**config.mk**
```make
export PLATFORM = sky130hd
export DESIGN_NAME = hms_controller
export DESIGN_NICKNAME = d
export VERILOG_FILES = /design/src/rtl/hms_controller_pkg.sv /design/src/rtl/btn_debounce.sv /design/src/rtl/hms_controller.sv
export SDC_FILE = /design/constraint.sdc
export NUM_CORES = 1
export LEC_CHECK = 0
export BUFFER_PORTS_ARGS = -buffer_cell sky130_fd_sc_hd__buf_2
export CORE_UTILIZATION = 40
export DETAILED_ROUTE_END_ITERATION = 10
export PLACE_DENSITY = 0.54
export SLEW_MARGIN = 40
export SYNTH_ARGS = -nofsm -noshare
export SYNTH_HDL_FRONTEND = slang
export SYNTH_SLANG_ARGS = --single-unit
```
**constraint.sdc**
```tcl
create_clock -name clk -period 5 [get_ports clk]
set_input_delay 1 -clock clk [delete_from_list [all_inputs] [get_ports clk]]
set_output_delay 1 -clock clk [all_outputs]
set_load 0.01 [all_outputs]
```
**src/rtl/hms_controller_pkg.sv**
```systemverilog
// Shared mode/position encodings for the clock controller and the counter-bank mux.
package hms_controller_pkg;

  typedef enum logic [1:0] {
    MODE_CLOCK     = 2'd0,
    MODE_SETUP     = 2'd1,
    MODE_ALARM     = 2'd2,
    MODE_STOPWATCH = 2'd3
  } mode_e;

  typedef enum logic [1:0] {
    POS_SEC  = 2'd0,
    POS_MIN  = 2'd1,
    POS_HOUR = 2'd2
  } pos_e;

  localparam int unsigned NUM_BTN = 4;

  function automatic mode_e next_mode(input mode_e m);
    return mode_e'(m + 2'd1);
  endfunction

  // Position cycles through three fields only; encoding 3 never appears.
  function automatic pos_e next_pos(input pos_e p);
    return (p == POS_HOUR) ? POS_SEC : pos_e'(p + 2'd1);
  endfunction

endpackage

```
**src/rtl/btn_debounce.sv**
```systemverilog
// Active-low push-button debouncer: synchroniser, stability counter, one pulse per press.
module btn_debounce #(
  parameter int unsigned DEB_CYCLES = 500000
) (
  input  logic clk,
  input  logic rst_n,
  input  logic i_btn_n,
  output logic o_press
);

  localparam int unsigned CntW = $clog2(DEB_CYCLES + 1);

  logic [1:0]      sync_q;
  logic            stable_q, stable_d;
  logic [CntW-1:0] cnt_q, cnt_d;
  logic            press_q;

  // Count samples that disagree with the accepted level; any agreeing sample restarts.
  always_comb begin
    stable_d = stable_q;
    cnt_d    = '0;
    if (sync_q[1] != stable_q) begin
      if (cnt_q == CntW'(DEB_CYCLES - 1)) begin
        stable_d = sync_q[1];
      end else begin
        cnt_d = cnt_q + 1'b1;
      end
    end
  end

  always_ff @(posedge clk or negedge rst_n) begin
    if (!rst_n) begin
      sync_q   <= 2'b11;
      stable_q <= 1'b1;
      cnt_q    <= '0;
      press_q  <= 1'b0;
    end else begin
      sync_q   <= {sync_q[0], i_btn_n};
      stable_q <= stable_d;
      cnt_q    <= cnt_d;
      press_q  <= stable_q & ~stable_d;
    end
  end

  assign o_press = press_q;

endmodule

```
**src/rtl/hms_controller.sv**
```systemverilog
// Button handling, mode/position FSM and count-pulse generation for the h/m/s counter bank.
module hms_controller
  import hms_controller_pkg::*;
#(
  parameter int unsigned DEB_CYCLES = 500000
) (
  input  logic       clk,
  input  logic       rst_n,
  input  logic       i_sw0,
  input  logic       i_sw1,
  input  logic       i_sw2,
  input  logic       i_sw3,
  input  logic       i_tick_1hz,
  input  logic       i_tick_100hz,
  input  logic       i_max_hit_sec,
  input  logic       i_max_hit_min,
  input  logic       i_sw_hit_ssec,
  input  logic       i_sw_hit_sec,
  output logic [1:0] o_mode,
  output logic [1:0] o_position,
  output logic       o_sec_clk,
  output logic       o_min_clk,
  output logic       o_hour_clk,
  output logic       o_alarm_sec_clk,
  output logic       o_alarm_min_clk,
  output logic       o_alarm_hour_clk,
  output logic       o_sw_ssec_clk,
  output logic       o_sw_sec_clk,
  output logic       o_sw_min_clk,
  output logic       o_alarm_en,
  output logic       o_stopwatch_en
);

  logic [NUM_BTN-1:0] btn_n, press;
  assign btn_n = {i_sw3, i_sw2, i_sw1, i_sw0};

  for (genvar g = 0; g < NUM_BTN; g++) begin : g_deb
    btn_debounce #(
      .DEB_CYCLES(DEB_CYCLES)
    ) u_deb (
      .clk    (clk),
      .rst_n  (rst_n),
      .i_btn_n(btn_n[g]),
      .o_press(press[g])
    );
  end

  mode_e      mode_q, mode_d;
  pos_e       pos_q, pos_d;
  logic       alarm_en_q, alarm_en_d;
  logic       sw_en_q, sw_en_d;
  logic [3:0] hit_q, hit, rise;
  logic [8:0] pulse_q, pulse_d;
  logic       set_sec, set_min, set_hour, in_alarm;

  assign hit  = {i_sw_hit_sec, i_sw_hit_ssec, i_max_hit_min, i_max_hit_sec};
  assign rise = hit & ~hit_q;

  always_comb begin
    mode_d     = mode_q;
    pos_d      = pos_q;
    alarm_en_d = alarm_en_q;
    sw_en_d    = sw_en_q;
    pulse_d    = '0;

    if (press[0]) begin
      mode_d = next_mode(mode_q);
      pos_d  = POS_SEC;
    end else if (press[1] && (mode_q == MODE_SETUP || mode_q == MODE_ALARM)) begin
      pos_d = next_pos(pos_q);
    end

    if (press[3]) begin
      if (mode_q == MODE_ALARM)     alarm_en_d = ~alarm_en_q;
      if (mode_q == MODE_STOPWATCH) sw_en_d    = ~sw_en_q;
    end

    // The field being set takes the sw2 press; its normal source (tick or carry) is dropped.
    set_sec  = (mode_q == MODE_SETUP) && (pos_q == POS_SEC);
    set_min  = (mode_q == MODE_SETUP) && (pos_q == POS_MIN);
    set_hour = (mode_q == MODE_SETUP) && (pos_q == POS_HOUR);
    in_alarm = (mode_q == MODE_ALARM);

    pulse_d[0] = set_sec  ? press[2] : i_tick_1hz;
    pulse_d[1] = set_min  ? press[2] : rise[0];
    pulse_d[2] = set_hour ? press[2] : rise[1];
    pulse_d[3] = in_alarm && (pos_q == POS_SEC)  && press[2];
    pulse_d[4] = in_alarm && (pos_q == POS_MIN)  && press[2];
    pulse_d[5] = in_alarm && (pos_q == POS_HOUR) && press[2];
    pulse_d[6] = i_tick_100hz & ~sw_en_q;
    pulse_d[7] = rise[2] & ~sw_en_q;
    pulse_d[8] = rise[3] & ~sw_en_q;
  end

  always_ff @(posedge clk or negedge rst_n) begin
    if (!rst_n) begin
      mode_q     <= MODE_CLOCK;
      pos_q      <= POS_SEC;
      alarm_en_q <= 1'b0;
      sw_en_q    <= 1'b1;
      hit_q      <= '0;
      pulse_q    <= '0;
    end else begin
      mode_q     <= mode_d;
      pos_q      <= pos_d;
      alarm_en_q <= alarm_en_d;
      sw_en_q    <= sw_en_d;
      hit_q      <= hit;
      pulse_q    <= pulse_d;
    end
  end

  assign o_mode           = mode_q;
  assign o_position       = pos_q;
  assign o_alarm_en       = alarm_en_q;
  assign o_stopwatch_en   = sw_en_q;
  assign o_sec_clk        = pulse_q[0];
  assign o_min_clk        = pulse_q[1];
  assign o_hour_clk       = pulse_q[2];
  assign o_alarm_sec_clk  = pulse_q[3];
  assign o_alarm_min_clk  = pulse_q[4];
  assign o_alarm_hour_clk = pulse_q[5];
  assign o_sw_ssec_clk    = pulse_q[6];
  assign o_sw_sec_clk     = pulse_q[7];
  assign o_sw_min_clk     = pulse_q[8];

endmodule
```
==> impl_metrics.json, run 1 <==
{
  "synth_cell_types": 38,
  "synth_nets": 496,
  "tightest_slew_ns": 0.6794,
  "grt_max_degree": 75,
  "startpoint": "g_deb[2].u_deb.cnt_q[14]",
  "cts_made_buffers": 9,
  "cp_data_required_time_ns": 5.23,
  "min_period_ns": 2.271,
  "cts.reportedPaths.clkPinSlew_ns": 0.07,
  "gp_congestion": 0.7728,
  "diodes": 0,
  "critPathMaxFanout": 11,
  "skew_ns": 0.006935,
  "vias": 3527,
  "syn_avg_cell_area_sq_um": 10.51,
  "post_cts_resized": 0,
  "yosysSeqAreaShare": 0.5573,
  "ctsHoldBuffers": 0,
  "postCtsSetupBuffers": 0,
  "yosys_warnings": 0,
  "h-tree-depth": 3,
  "grt-busiest-layer": "met2",
  "crit_type": "register to register",
  "crit_cells": 5,
  "critPathCaptureType": "register",
  "r2r_start": "g_deb[2].u_deb.cnt_q[14]",
  "antenna_found_initial": 0,
  "p_clk_frac": 0.408,
  "synth_seq_cells": 111,
  "r2r_cells": 5,
  "first_pass_iters": 4,
  "crit_buf_inv": 1,
  "worstPathCellList": "or4_1 -> or3_4 -> o41ai_4 -> buf_6 -> nor2_1",
  "critPathLaunchType": "register",
  "critPathCapture": "g_deb[2].u_deb.cnt_q[9]",
  "final-instance-count-excl-fill": 683,
  "num_rows": 40,
  "use_met1": 0.2124,
  "critical_path.top_delay_family": "simple AND/OR/NAND/NOR gates",
  "wire_per_inst_um": 13.67,
  "power_frac_comb": 0.036,
  "crit_slowest_cell": "o41ai_4",
  "netlist_area_sq_mm": 0.005014,
  "tns_ns": 0,
  "clockBufferDepth": 2,
  "chipHeight_um": 114.0,
  "synth-async-reset-ratio": 1.000,
  "grt_pass1_vias": 3557,
  "slowest_delay_ns": 0.56,
  "final_antenna_net_count": 0,
  "power.density_mw_per_mm2": 295.2,
  "grt_pass1_wl_mm": 16.53,
  "p_sw_frac": 0.2196,
  "reg2reg_slack_ns": 2.73,
  "synth_top_cells_by_area": "dfrtp_1, dfstp_2, xnor2_1",
  "cts_tree": "done",
  "slew_headroom": 0.5443,
  "gr-usage-met2": 0.2570,
  "io-pin-count": 27,
  "syn-instance-count": 477,
  "drive_above_1_share": 0.1340,
  "placedCellCount": 667,
  "port_buffers": 26,
  "insertion_delay_ns": 0.35,
  "synth_enable_flop_cells": 0,
  "core_area_sq_mm": 0.01211,
  "drt_iter0_markers": 238,
  "drcViolationCount": 0,
  "die_w_um": 114.0,
  "cellLeakagePower_nw": 2.342,
  "area_delta_synth_final_pct": 12.45,
  "power.switching_mw": 0.3656,
  "synth_top_area_frac": 0.4891,
  "drv_slew": 0,
  "setup_viol": 0,
  "synth_area_leader_cell": "dfrtp_1",
  "critPathArrivalTime_ns": 2.50,
  "wl_mm": 9.336,
  "r2r-end": "g_deb[2].u_deb.cnt_q[9]",
  "finalCritPeriodShare": 0.4543,
  "cts-root-buf": "clkbuf_16",
  "cts.sinks": 111,
  "internal_power_mw": 1.299,
  "min_path_type": "register to register",
  "rsz0062_at_grt": "no",
  "synth.most_common_cell": "dfrtp_1",
  "globalRouteTotalUtil": 0.1616,
  "drv_cap": 0,
  "clock.fmax_mhz": 440.2,
  "initial_core_util": 0.4139,
  "dieArea_sq_mm": 0.01299,
  "fin_nets": 529,
  "hold_slack_ns": 0.3554,
  "hold_violations": 0,
  "synthTopCellsByCount": "dfrtp_1, nor2_1, nand2_1",
  "outcome": "complete, no violations",
  "sequentialPowerShare": 0.556,
  "synth_ff_type": "dfrtp_1",
  "grt_overflow_total": 0,
  "ir_drop_uv": 143.0,
  "viasPerCell": 5.164,
  "gr-usage-met3": 0.04888,
  "hpwl_mm": 6.415
}
-- cell type report --
class / instances / area, sq um
clock buffer: 13 / 260.3
clock inverter: 3 / 17.52
fill: 1156 / 6474
inverter: 17 / 63.81
multi-input combinational: 340 / 2115
sequential: 111 / 2794
tap: 168 / 210.2
timing repair buffer: 31 / 177.7
-- power groups by stage --
stage / sequential [mW] / clock (mW) / combinational (mW)
2_1_floorplan: 0.942 / 0 / 0.0257
3_3_place_gp: 0.942 / 0 / 0.0594
3_5_place_dp: 0.943 / 0 / 0.0619
4_1_cts: 0.926 / 0.705 / 0.0622
5_1_grt: 0.928 / 0.739 / 0.0699
6_report: 0.926 / 0.679 / 0.0597
-- state kept, by name (all words and copies together) (netlist names) --
signal,count
pulse_q,9
o_position,2
g_deb.u_deb.sync_q,8
o_mode,2
g_deb.u_deb.cnt_q,76
o_alarm_en,1
g_deb.u_deb.o_press,4
hit_q,4
g_deb.u_deb.stable_q,4
o_stopwatch_en,1
-- worst min path at each step --
stage | start | end | slack, ns | cells after the start
after global placement | g_deb[2].u_deb.sync_q[0] | g_deb[2].u_deb.sync_q[1] | 0.35 | 0
after CTS | g_deb[2].u_deb.sync_q[0] | g_deb[2].u_deb.sync_q[1] | 0.36 | 0
after global routing | g_deb[2].u_deb.sync_q[0] | g_deb[2].u_deb.sync_q[1] | 0.36 | 0
after floorplan | g_deb[0].u_deb.sync_q[0] | g_deb[0].u_deb.sync_q[1] | 0.35 | 0
final | g_deb[2].u_deb.sync_q[0] | g_deb[2].u_deb.sync_q[1] | 0.36 | 0
after detailed placement | g_deb[2].u_deb.sync_q[0] | g_deb[2].u_deb.sync_q[1] | 0.35 | 0
-- cells by family (layout without fill, tap and decap cells) --
logic type / count (synthesis) / in the layout / synth area share
AOI/OAI and AO/OA: 50 / 50 / 0.05965
xor gates and xnor gates: 53 / 53 / 0.09259
adders and majority gates: 7 / 7 / 0.01747
buffers and inverters: 26 / 64 / 0.02096
DFF: 111 / 111 / 0.5573
muxes: 7 / 7 / 0.01497
and+or+nand+nor: 223 / 223 / 0.2371
-- metrics by stage --
step                      cell area, sq um  power [mW]  utilization  worst slack, ns
final                                 5638       1.664       0.4655            2.729
after global routing                  5638       1.737       0.4655            2.568
after CTS                             5638       1.693       0.4655            2.722
after detailed placement              5360       1.005       0.4426            2.736
after global placement                5345       1.002       0.4413            2.585
after floorplan                       5014      0.9681            -            2.922
-- worst register-to-register path: stages (launching register included) --
cell and delay [ns]:
dfrtp_1 0.43, or4_1 0.53, or3_4 0.36, o41ai_4 0.56
buf_6 0.23, nor2_1 0.06
-- layer usage --
metal  share of wire  wire length (um)  up-vias
met5               0                 0        -
met4           0.011               101        0
met3           0.039               367        6
met2            0.45              4210       57
met1            0.50              4657     1719
li1                -                 -     1745
-- layout by cell type, fill, tap and decap left out, types with 5 or more instances in the layout --
cell | netlist | final
inv_1 | 17 | 17
nor3_1 | 10 | 10
nor2_1 | 60 | 60
dfstp_2 | 13 | 13
xnor2_1 | 30 | 30
a21oi_1 | 22 | 22
nor4_1 | 11 | 11
nand3_1 | 24 | 24
or4_1 | 9 | 9
nand4_1 | 22 | 22
or3_1 | 14 | 14
nor4b_1 | 5 | 5
and3_1 | 7 | 7
dfrtp_1 | 98 | 98
buf_2 | 0 | 25
nand2_1 | 33 | 33
and4_1 | 7 | 7
clkbuf_16 | 0 | 9
ha_1 | 7 | 7
o21ai_0 | 18 | 18
xor2_1 | 23 | 23
Note: power is estimated with default switching activity, not from simulation.
==> run 2, diff against run 1 <==
==> constraint.sdc (replaced) <==
create_clock -name clk -period 2.3 [get_ports clk]
set_input_delay 0.46 -clock clk [delete_from_list [all_inputs] [get_ports clk]]
set_output_delay 0.46 -clock clk [all_outputs]
set_load 0.01 [all_outputs]
==> run 2 against run 1 <==
Compared with the run above:
- sequential power grew 120%
- first-iteration DRC count shrank 18%
- sequential cell count is the same
- sequential share of layout area shrank 0.65 points
- global-route usage grew 0.22 points
- clock-buffer cell count is the same
- largest cell class unchanged
==> impl_metrics.json, run 2 (synthesized netlist as in run 1, its figures left out) <==
{
  "clockBufferDepth": 2,
  "largest_reg_flops": 76,
  "wire_per_inst_um": 13.78,
  "grt_pass1_wl_mm": 16.74,
  "finalCritPeriodShare": 0.9332,
  "num_rows": 40,
  "final_core_util": 0.4717,
  "p_clk_frac": 0.426,
  "die_w_um": 114.0,
  "top_regs": "g_deb.u_deb.cnt_q x76, pulse_q x9, g_deb.u_deb.sync_q x8",
  "initial_core_util": 0.4139,
  "chipHeight_um": 114.0,
  "cts-root-buf": "clkbuf_16",
  "h-tree-depth": 3,
  "worstPathCellList": "or4_1 -> or3_4 -> nor4_1 -> mux2_2",
  "largest_register": "g_deb.u_deb.cnt_q",
  "critPathCaptureType": "register",
  "diodes": 0,
  "post_cts_resized": 0,
  "final_antenna_net_count": 0,
  "ir_drop_uv": 345.0,
  "grt_pass1_vias": 3510,
  "globalRouteTotalUtil": 0.1637,
  "drt_iter0_markers": 195,
  "critPathMaxFanout": 5,
  "tns_ns": 0,
  "cts_made_buffers": 9,
  "drcViolationCount": 0,
  "critPathArrivalTime_ns": 2.42,
  "power.density_mw_per_mm2": 655.7,
  "internal_power_mw": 2.941,
  "fin_nets": 535,
  "wl_mm": 9.493,
  "port_buffers": 26,
  "rsz0062_at_grt": "no",
  "slowest_delay_ns": 0.55,
  "cts.reportedPaths.clkPinSlew_ns": 0.07,
  "power_mw": 3.746,
  "cp_data_required_time_ns": 2.58,
  "power.switching_mw": 0.8052,
  "drv_slew": 0,
  "final_common_cell": "dfrtp_1",
  "gp_congestion": 0.7773,
  "io-pin-count": 27,
  "setup_viol": 0,
  "ctsHoldBuffers": 0,
  "critPathLaunchType": "register",
  "final_cell_mix": "dfrtp_1, nor2_1, nand2_1, xnor2_1, buf_2",
  "cellLeakagePower_nw": 2.382,
  "vias": 3509,
  "antenna_found_initial": 0,
  "hpwl_mm": 6.578,
  "crit_type": "register to register",
  "sequentialPowerShare": 0.538,
  "min_path_type": "input pin to asynchronous set/reset pin",
  "hold_violations": 0,
  "insertion_delay_ns": 0.35,
  "crit_slowest_cell": "or4_1",
  "tightest_slew_ns": 0.5529,
  "min_period_ns": 2.146,
  "viasPerCell": 5.093,
  "slew_headroom": 0.6280,
  "first_pass_iters": 6,
  "drv_cap": 0,
  "drive_above_1_share": 0.1440,
  "power_frac_comb": 0.036,
  "dieArea_sq_mm": 0.01299,
  "cts.sinks": 111,
  "grt_max_degree": 44,
  "grt_overflow_total": 0,
  "p_sw_frac": 0.2150,
  "postCtsSetupBuffers": 0,
  "core_area_sq_mm": 0.01211,
  "cts_tree": "done",
  "outcome": "complete, no violations",
  "clock.fmax_mhz": 465.9,
  "area_delta_synth_final_pct": 13.95,
  "skew_ns": 0.006238
}
-- run 2: per-stage QoR --
step | cells | setup slack, ns | hold slack (ns) | cell area, sq um
floorplan | 477 | 0.2224 | 0.1644 | 5014
global placement | 673 | 0.2150 | 0.3483 | 5410
detailed placement | 673 | 0.1765 | 0.3468 | 5410
CTS | 689 | 0.1499 | 0.1021 | 5713
global route | 689 | 0.03360 | 0.1221 | 5713
finish | 689 | 0.1536 | 0.08621 | 5713
-- run 2: power groups by stage --
| stage | Combinational [mW] | Sequential, mW | Clock [mW] |
|---|---|---|---|
| 2_1_floorplan | 0.0559 | 2.05 | 0 |
| 3_3_place_gp | 0.138 | 2.05 | 0 |
| 3_5_place_dp | 0.141 | 2.05 | 0 |
| 4_1_cts | 0.141 | 2.01 | 1.65 |
| 5_1_grt | 0.158 | 2.02 | 1.72 |
| 6_report | 0.135 | 2.01 | 1.60 |
-- run 2: worst max-delay path: cells and delay by family, from the launching register on --
family,cells,cell delay (ns)
AND/OR/NAND/NOR,3,1.27
multiplexers,1,0.38
flip-flops,1,0.42
-- run 2: worst paths after layout --
path                                            end  slack, ns                     start  cells after the start
setup / recovery            g_deb[2].u_deb.stable_q       0.15  g_deb[2].u_deb.cnt_q[14]                      4
hold / removal              g_deb[1].u_deb.cnt_q[5]       0.09                     rst_n                      1
setup reg to reg            g_deb[2].u_deb.stable_q       0.15  g_deb[2].u_deb.cnt_q[14]                      4
hold reg to reg            g_deb[2].u_deb.sync_q[1]       0.36  g_deb[2].u_deb.sync_q[0]                      0
max in group asynchronous   g_deb[2].u_deb.stable_q       1.52                     rst_n                      2
min in group clk           g_deb[3].u_deb.sync_q[0]       0.20                     i_sw3                      1
-- run 2: cell type report --
class	count	area, sq um
fill	1162	6399
sequential	111	2794
multi-input combinational	340	2115
clock buffer	13	260.3
timing repair buffer	37	227.7
tap	168	210.2
inverter	17	63.81
clock inverter	3	42.54
-- run 2: per-layer routing --
layer	wire, um	track usage	up-vias
li1	-	-	1749
met2	4382	0.2533	53
met3	388	0.04995	8
met1	4631	0.2230	1699
met4	91	0.04502	0
met5	0	0	-
==> run 3, diff against run 2 <==
--- a/config.mk
+++ b/config.mk
@@ -6,10 +6,13 @@
 export NUM_CORES = 1
 export LEC_CHECK = 0
 export BUFFER_PORTS_ARGS = -buffer_cell sky130_fd_sc_hd__buf_2
-export CORE_UTILIZATION = 40
+export CELL_PAD_IN_SITES_DETAIL_PLACEMENT = 0
+export CELL_PAD_IN_SITES_GLOBAL_PLACEMENT = 1
+export CORE_UTILIZATION = 49
 export DETAILED_ROUTE_END_ITERATION = 10
-export PLACE_DENSITY = 0.54
+export PLACE_DENSITY = 0.78
 export SLEW_MARGIN = 40
 export SYNTH_ARGS = -nofsm -noshare
 export SYNTH_HDL_FRONTEND = slang
+export SYNTH_HIERARCHICAL = 1
 export SYNTH_SLANG_ARGS = --single-unit
==> run 3 against run 2 <==
Compared with the run above:
- sequential power about the same
- final cell count shrank 3.3%
- combinational power about the same
- worst hold slack got worse by 0.068 ns
- wire length increased by 2.1%
- first-iteration DRC count decreased by 28%
- sequential cell count unchanged
- via count increased by 3.2%
- sequential share of layout area decreased by 0.21 points
==> impl_metrics.json, run 3 <==
{
  "grt_pass1_wl_mm": 17.35,
  "synth_enable_flop_cells": 0,
  "ctsHoldBuffers": 0,
  "hold_slack_ns": 0.01840,
  "gp_congestion": 0.8239,
  "synth_fa_ha_area_frac": 0.01677,
  "final_core_util": 0.5558,
  "synth_seq_cells": 111,
  "synth_nets": 508,
  "dieArea_sq_mm": 0.01108,
  "power.switching_mw": 0.7575,
  "cts.reportedPaths.clkPinSlew_ns": 0.10,
  "finalCritPeriodShare": 0.8465,
  "cts.sinks": 111,
  "critPathArrivalTime_ns": 2.21,
  "cts_made_buffers": 9,
  "h-tree-depth": 3,
  "clockBufferDepth": 2,
  "p_clk_frac": 0.338,
  "worstPathCellList": "ha_1 -> nand4_1 -> nor4_1 -> a31o_2 -> a21oi_1",
  "crit_type": "register to register",
  "synth_top_family_by_area": "simple AND/OR/NAND/NOR gates",
  "p_sw_frac": 0.2330,
  "core_area_sq_mm": 0.01032,
  "final_cell_mix": "dfrtp_1, nor2_1, xnor2_1, nand2_1, nand4_1",
  "syn-instance-count": 489,
  "rsz0062_at_grt": "no",
  "r2r_cells": 5,
  "synth.most_common_cell": "dfrtp_1",
  "syn_avg_cell_area_sq_um": 10.68,
  "synth_top_area_frac": 0.4695,
  "slowest_delay_ns": 0.58,
  "tns_ns": 0,
  "setup_viol": 0,
  "wl_mm": 9.689,
  "drt_iter0_markers": 141,
  "synth_compound_area_frac": 0.03641,
  "port_buffers": 26,
  "first_pass_iters": 6,
  "clock.fmax_mhz": 513.6,
  "slew_headroom": 0.5806,
  "final_area_sq_mm": 0.005738,
  "critPathMaxFanout": 6,
  "insertion_delay_ns": 0.37,
  "largest_reg_flops": 76,
  "yosysSeqAreaShare": 0.5349,
  "globalRouteTotalUtil": 0.1962,
  "yosys.area_share.simple": 0.2568,
  "diodes": 0,
  "skew_ns": 0.007931,
  "chipHeight_um": 105.3,
  "crit_buf_inv": 0,
  "grt_max_degree": 57,
  "grt_pass1_vias": 3628,
  "fin_nets": 544,
  "r2r-end": "g_deb[2].u_deb/cnt_q[18]",
  "final_antenna_net_count": 0,
  "io-pin-count": 27,
  "crit_slowest_cell": "nor4_1",
  "min_path_type": "input pin to asynchronous set/reset pin",
  "placed_area_sq_mm": 0.005554,
  "post_cts_resized": 0,
  "netlist_area_sq_mm": 0.005224,
  "critPathCaptureType": "register",
  "drv_cap": 0,
  "cts-root-buf": "clkbuf_8",
  "final_common_cell": "dfrtp_1",
  "largest_register": "g_deb.u_deb/cnt_q",
  "setup_slack_ns": 0.3531,
  "top_regs": "g_deb.u_deb/cnt_q x76, pulse_q x9, g_deb.u_deb/sync_q x8",
  "yosys_warnings": 6,
  "pre_cts_ws_ns": 0.3850,
  "cts_tree": "done",
  "synth_area_leader_cell": "dfrtp_1",
  "power.density_mw_per_mm2": 566.7,
  "wire_per_inst_um": 14.55,
  "outcome": "complete, no violations",
  "synth_cell_types": 42,
  "sequentialPowerShare": 0.622,
  "postCtsSetupBuffers": 0,
  "yosys-mux-area-fraction": 0.02108,
  "ir_drop_uv": 393.7,
  "viasPerCell": 5.437,
  "critical_path.top_delay_family": "simple AND/OR/NAND/NOR gates",
  "vias": 3621,
  "initial_core_util": 0.5060,
  "hpwl_mm": 6.854,
  "antenna_found_initial": 0,
  "hold_violations": 0,
  "drive_above_1_share": 0.1736,
  "critPathLaunchType": "register",
  "cellLeakagePower_nw": 2.318,
  "grt_overflow_total": 0,
  "synth_ff_type": "dfrtp_1",
  "synth-async-reset-ratio": 1.000,
  "tightest_slew_ns": 0.6233,
  "num_rows": 37,
  "power_frac_comb": 0.041,
  "drcViolationCount": 0,
  "area_delta_synth_final_pct": 9.844,
  "min_period_ns": 1.947,
  "synth_top_cells_by_area": "dfrtp_1, xnor2_1, dfstp_2",
  "die_w_um": 105.3,
  "synth_xor_area_frac": 0.1140,
  "internal_power_mw": 2.494,
  "drv_slew": 0,
  "synthTopCellsByCount": "dfrtp_1, nor2_1, xnor2_1",
  "r2r_start": "g_deb[2].u_deb/cnt_q[0]",
  "cp_data_required_time_ns": 2.56,
  "reg2reg_slack_ns": 0.35
}
run 3: cell count changes after synthesis, sizes merged, moves of 6 or more:
cell,change
nor2,+19
a21oi,-15
nor3,+13
or4,-6
nand4,+14
buf,+6
or3,-12
xnor2,+19
o21ai,-13
run 3: worst register-to-register path, stage by stage, from the launching register on:
cell,delay (ns)
dfrtp_1,0.45
ha_1,0.26
nand4_1,0.27
nor4_1,0.58
a31o_2,0.23
a21oi_1,0.05
run 3: layout make-up:
type / count / area, sq um
tap: 136 / 170.2
timing repair buffer: 35 / 212.7
clock inverter: 4 / 28.78
fill: 926 / 4586
clock buffer: 12 / 155.1
inverter: 14 / 52.55
multi-input combinational: 354 / 2325
sequential: 111 / 2794
run 3: logic make-up after synthesis:
kind of cell,after synthesis
DFF,111
xor gates and xnor gates,68
buffers and inverters,24
muxes,10
AOI/OAI and AO/OA,21
and+or+nand+nor,248
adders and majority gates,7
run 3: how the worst max path moves through the flow:
stage	startpoint	cells past startpoint	slack (ns)	endpoint
after floorplan	g_deb[0].u_deb/cnt_q[12]	5	0.59	g_deb[0].u_deb/cnt_q[10]
after global placement	g_deb[0].u_deb/cnt_q[0]	5	0.45	g_deb[0].u_deb/cnt_q[18]
after detailed placement	g_deb[2].u_deb/cnt_q[0]	5	0.39	g_deb[2].u_deb/cnt_q[18]
after CTS	g_deb[2].u_deb/cnt_q[0]	5	0.36	g_deb[2].u_deb/cnt_q[18]
after global routing	g_deb[2].u_deb/cnt_q[0]	5	0.15	g_deb[2].u_deb/cnt_q[18]
final	g_deb[2].u_deb/cnt_q[0]	5	0.35	g_deb[2].u_deb/cnt_q[18]
run 3: through the flow:
stage	cells	power, mW
6_report	666	3.252
5_1_grt	666	3.413
4_1_cts	666	3.308
3_5_place_dp	650	2.197
3_3_place_gp	650	2.193
2_1_floorplan	489	2.115
run 3: power by group through the flow:
stage	logic (mW)	registers, mW	clock network [mW]
after floorplan	0.0643	2.05	0
after global placement	0.136	2.06	0
after detailed placement	0.138	2.06	0
after CTS	0.139	2.02	1.15
after global routing	0.155	2.03	1.23
final	0.132	2.02	1.10
run 3: layer usage:
metal	track usage	vias up	wire length (um)
met2	0.3050	37	4509
li1	-	1785	-
met4	0.04829	0	63
met3	0.05999	5	385
met5	0	-	0
met1	0.2689	1794	4731
